`config.mk`:
```
export PLATFORM = sky130hd
export DESIGN_NAME = count_uart_tx
export DESIGN_NICKNAME = d
export VERILOG_FILES = /design/src/rtl/count_uart_tx_pkg.sv /design/src/rtl/count_uart_tx_baud_tick.sv /design/src/rtl/count_uart_tx.sv
export SDC_FILE = /design/constraint.sdc
export NUM_CORES = 1
export LEC_CHECK = 0
export CORE_UTILIZATION = 35
export CTS_BUF_LIST = sky130_fd_sc_hd__clkbuf_8
export CTS_CLUSTER_SIZE = 16
export DETAILED_ROUTE_END_ITERATION = 10
export SLEW_MARGIN = 20
export SYNTH_ARGS = -nofsm -noshare
export SYNTH_HDL_FRONTEND = slang
export SYNTH_SLANG_ARGS = --single-unit
export TNS_END_PERCENT = 100
```
`constraint.sdc`:
```
create_clock -name clk -period 2.3 [get_ports clk]
set_input_delay 0.23 -clock clk [delete_from_list [all_inputs] [get_ports clk]]
set_output_delay 0.23 -clock clk [all_outputs]
set_load 0.01 [all_outputs]
```
`src/rtl/count_uart_tx_pkg.sv`:
```
// count_uart_tx shared types and helpers.
// Frame state, frame length and parameter legality.
package count_uart_tx_pkg;

  typedef enum logic [1:0] {
    IDLE,
    START,
    DATA,
    STOP
  } state_t;

  localparam int unsigned DATA_BITS = 8;

  function automatic int unsigned frame_len(
    input int unsigned div,
    input int unsigned sb
  );
    return (1 + DATA_BITS + sb) * div;
  endfunction

  function automatic bit params_ok(
    input int unsigned div,
    input int unsigned sb
  );
    return (div >= 2) && (div <= 65535) &&
           ((sb == 1) || (sb == 2));
  endfunction

endpackage

```
`src/rtl/count_uart_tx_baud_tick.sv`:
```
// Bit-period divider for count_uart_tx.
// Tick marks the last clock of every bit period.
module baud_tick #(
  parameter int unsigned DIVISOR = 4
) (
  input  logic clk,
  input  logic rst,
  input  logic restart,
  output logic tick
);

  localparam int W = (DIVISOR > 1) ? $clog2(DIVISOR) : 1;
  localparam logic [W-1:0] LAST = W'(DIVISOR - 1);

  logic [W-1:0] cnt;

  assign tick = (cnt == LAST);

  // free-running 0..DIVISOR-1, realigned on frame acceptance
  always_ff @(posedge clk) begin
    if (!rst) begin
      cnt <= '0;
    end else if (restart || tick) begin
      cnt <= '0;
    end else begin
      cnt <= cnt + W'(1);
    end
  end

endmodule

```
`src/rtl/count_uart_tx.sv`:
```
// Byte serializer for counter values, 8N1/8N2.
// FSM runs one cycle ahead of the registered tx/busy.
module count_uart_tx
  import count_uart_tx_pkg::*;
#(
  parameter int unsigned DIVISOR   = 4,
  parameter int unsigned STOP_BITS = 1
) (
  input  logic       clk,
  input  logic       rst,
  input  logic [7:0] in_data,
  input  logic       in_valid,
  output logic       in_ready,
  output logic       tx,
  output logic       busy
);

  if (!params_ok(DIVISOR, STOP_BITS)) begin : g_bad_params
    $error("count_uart_tx: illegal DIVISOR or STOP_BITS");
  end

  state_t     state;
  logic [7:0] shift;
  logic [2:0] bit_idx;
  logic       tick;
  logic       last_stop;
  logic       accept;

  assign last_stop = (state == STOP) && tick &&
                     (bit_idx == 3'(STOP_BITS - 1));
  assign in_ready  = (state == IDLE) || last_stop;
  assign accept    = in_valid && in_ready;

  baud_tick #(
    .DIVISOR(DIVISOR)
  ) u_tick (
    .clk    (clk),
    .rst    (rst),
    .restart(accept),
    .tick   (tick)
  );

  // frame sequencer with registered line and busy outputs
  always_ff @(posedge clk) begin
    if (!rst) begin
      state   <= IDLE;
      shift   <= '0;
      bit_idx <= '0;
      tx      <= 1'b1;
      busy    <= 1'b0;
    end else begin
      tx   <= 1'b1;
      busy <= (state != IDLE);
      unique case (state)
        IDLE: begin
          if (accept) begin
            shift   <= in_data;
            bit_idx <= '0;
            state   <= START;
          end
        end
        START: begin
          tx <= 1'b0;
          if (tick) begin
            bit_idx <= '0;
            state   <= DATA;
          end
        end
        DATA: begin
          tx <= shift[0];
          if (tick) begin
            shift   <= {1'b0, shift[7:1]};
            bit_idx <= bit_idx + 3'd1;
            if (bit_idx == 3'd7) begin
              state <= STOP;
            end
          end
        end
        STOP: begin
          if (tick) begin
            if (last_stop) begin
              bit_idx <= '0;
              if (accept) begin
                shift <= in_data;
                state <= START;
              end else begin
                state <= IDLE;
              end
            end else begin
              bit_idx <= bit_idx + 3'd1;
            end
          end
        end
        default: state <= IDLE;
      endcase
    end
  end

endmodule

```
==> impl_metrics.env <==
export IMPL_status="finished, final reports clean"
export IMPL_ys_seq_area_frac=0.346
export IMPL_coreArea_mm2=0.00257
export IMPL_htree_levels=1
export IMPL_power_density_mw_per_mm2=1130
export IMPL_p_clk_frac=0.169
export IMPL_clk_pin_slew_ns=0.06
export IMPL_antennaDiodeCount=0
export IMPL_reg2reg_depth=7
export IMPL_grt_max_degree=18
export IMPL_die_h_um=55.0
export IMPL_synthesis_area_um2=983
export IMPL_cts_hold_buf=0
export IMPL_pwr_share_seq=0.328
export IMPL_io_buffers=13
export IMPL_gp_congestion=0.801
export IMPL_r2r_slack_ns=0.44
export IMPL_endpoint_kind="output port"
export IMPL_p_leak_nw=0.447
export IMPL_grt_overflow=0
export IMPL_dieWidth_um=55.0
export IMPL_cts_sinks=17
export IMPL_die_area_mm2=0.00303
export IMPL_drive_gt1_frac=0.0968
export IMPL_cts_tree="yes"
export IMPL_maxCapViolCount=0
export IMPL_slew_violations=0
export IMPL_tightest_slew_ns=0.301
export IMPL_vias=776
export IMPL_p_comb_frac=0.504
export IMPL_crit_arrival_ns=1.95
export IMPL_drt_total_wl_mm=1.88
export IMPL_relSlewSlack=0.794
export IMPL_switching_share=0.379
export IMPL_yosysTopAreaCellShare=0.346
export IMPL_post_dp_hpwl_mm=1.33
export IMPL_post_cts_setup_buffer_count=0
export IMPL_area_delta_synth_final_pct=20.1
export IMPL_ys_ff_latch=17
export IMPL_r2r_end="shift[4]"
export IMPL_syn_inst=111
export IMPL_cts_made_buffers=3
export IMPL_setup_viol_count_final=0
export IMPL_ys_types=31
export IMPL_cp_required_ns=2.07
export IMPL_mostFrequentLayoutCells="dfxtp_1, nand2_1, clkdlybuf4s50_1"
export IMPL_yosysWarnings=0
export IMPL_startpoint="state[0]"
export IMPL_firstDrtPassIters=4
export IMPL_p_switching_mw=0.507
export IMPL_final_util=0.460
export IMPL_io_pins=14
export IMPL_rsz0062_at_grt="false"
export IMPL_grt_pass1_vias=754
export IMPL_antenna_left=0
export IMPL_rows=18
export IMPL_finalCritPeriodShare=0.947
export IMPL_syn_nets=131
export IMPL_crit_type="reg2out"
export IMPL_cts_root_buf="clkbuf_8"
export IMPL_layout_commonest_cell="dfxtp_1"
export IMPL_fin_skew_ns=0.00470
export IMPL_synth_avg_cell_area_um2=8.86
export IMPL_grt_pass1_wl_mm=3.17
export IMPL_hp_class="reg2reg"
export IMPL_fmax_mhz=459
export IMPL_crit_fanout=8
export IMPL_synth_area_top_cells="dfxtp_1, ha_1, mux2i_1, nand2_1, o211ai_1"
export IMPL_start_kind="register"
export IMPL_hold_violations=0
export IMPL_drc=0
export IMPL_grt_usage=0.150
export IMPL_ir_drop_uv=850
export IMPL_viasPerCell=5.04
export IMPL_first_iter_violations=15
export IMPL_cp_endpoint="in_ready"
export IMPL_fin_setup_tns_ns=0
export IMPL_reg2reg_from="state[1]"
export IMPL_cts_resized=0
export IMPL_initial_utilization=0.383
export IMPL_min_period_ns=2.18
export IMPL_nets=145
export IMPL_yosysTopAreaCell="dfxtp_1"
export IMPL_antenna_found_initial=0
export IMPL_clk_path_buf_depth=2
export IMPL_insertion_delay_ns=0.25
export IMPL_wl_per_cell_um=12.2
export IMPL_p_int_mw=0.831
[how the worst min path moves through the flow]
stage / start / endpoint / slack, ns / cells past startpoint
global route: u_tick.cnt[0] / u_tick.cnt[0] / 0.47 / 1
detailed placement: u_tick.cnt[0] / u_tick.cnt[0] / 0.43 / 1
global placement: u_tick.cnt[0] / u_tick.cnt[0] / 0.42 / 1
finish: u_tick.cnt[0] / u_tick.cnt[0] / 0.43 / 1
CTS: u_tick.cnt[0] / u_tick.cnt[0] / 0.44 / 1
floorplan: in_valid / u_tick.cnt[1] / 0.34 / 1
[flip-flops by register name, indices dropped and copies added, names as in the netlist]
signal	flops
busy	1
bit_idx	3
tx	1
shift	8
u_tick.cnt	2
state	2
[synth_stat cells]
cell,n
a2111oi_0,2
a21boi_2,1
a21o_1,1
a21oi_1,8
a2bb2oi_2,1
a311oi_1,1
a31oi_1,1
and4b_1,1
buf_1,1
buf_2,4
buf_6,1
clkbuf_1,1
dfxtp_1,17
ha_1,9
inv_1,8
inv_2,1
mux2i_1,9
nand2_1,15
nand2b_1,7
nand3_1,2
nand3b_1,3
nor2_1,1
nor2b_1,1
nor3_2,1
nor4_1,1
o211ai_1,7
o21ai_0,2
o22ai_1,1
o41a_1,1
or2_2,1
or3_1,1
[worst max-delay path: stages, from the launching register on]
cell             delay, ns
dfxtp_1               0.44
ha_1                  0.37
and4b_1               0.25
or2_2                 0.11
clkdlybuf4s50_1       0.53
[layer usage]
| layer | track usage | vias up | wire [um] |
|---|---|---|---|
| li1 | - | 413 | - |
| met1 | 0.180 | 346 | 939 |
| met2 | 0.241 | 15 | 805 |
| met3 | 0.0710 | 2 | 131 |
| met4 | 0.0375 | 0 | 8 |
| met5 | 0 | - | 0 |
[cells by family (layout without fill, tap and decap cells)]
family          after synthesis  in the layout  synth area share
compound gates               26             26             0.190
fa+ha+maj                     9              9             0.115
buf+inv                      16             29            0.0738
flops                        17             17             0.346
mux                           9              9            0.0916
simple gates                 34             34             0.184
[through the flow]
stage	setup WS (ns)	hold slack, ns	power [mW]	cells	cell area (um^2)
final	0.122	0.434	1.34	154	1180
after global routing	0.0269	0.474	1.46	154	1180
after CTS	0.114	0.443	1.36	154	1180
after detailed placement	0.414	0.430	1.12	150	1130
after global placement	0.438	0.418	1.11	150	1130
after floorplan	0.664	0.345	0.952	111	983
[layout make-up]
class / instances / area (um^2)
Clock inverter: 1 / 5.00
Fill cell: 277 / 1390
Timing Repair Buffer: 16 / 153
Sequential cell: 17 / 340
Tap cell: 30 / 37.5
Inverter: 9 / 33.8
Multi-Input combinational cell: 78 / 571
Clock buffer: 3 / 41.3
[power by group through the flow]
stage | Clock [mW] | Sequential [mW] | Combinational (mW)
final | 0.225 | 0.439 | 0.674
after global routing | 0.256 | 0.451 | 0.753
after detailed placement | 0 | 0.446 | 0.674
after CTS | 0.238 | 0.440 | 0.679
after global placement | 0 | 0.441 | 0.670
after floorplan | 0 | 0.442 | 0.510
Power figures use the tool's default switching activity.
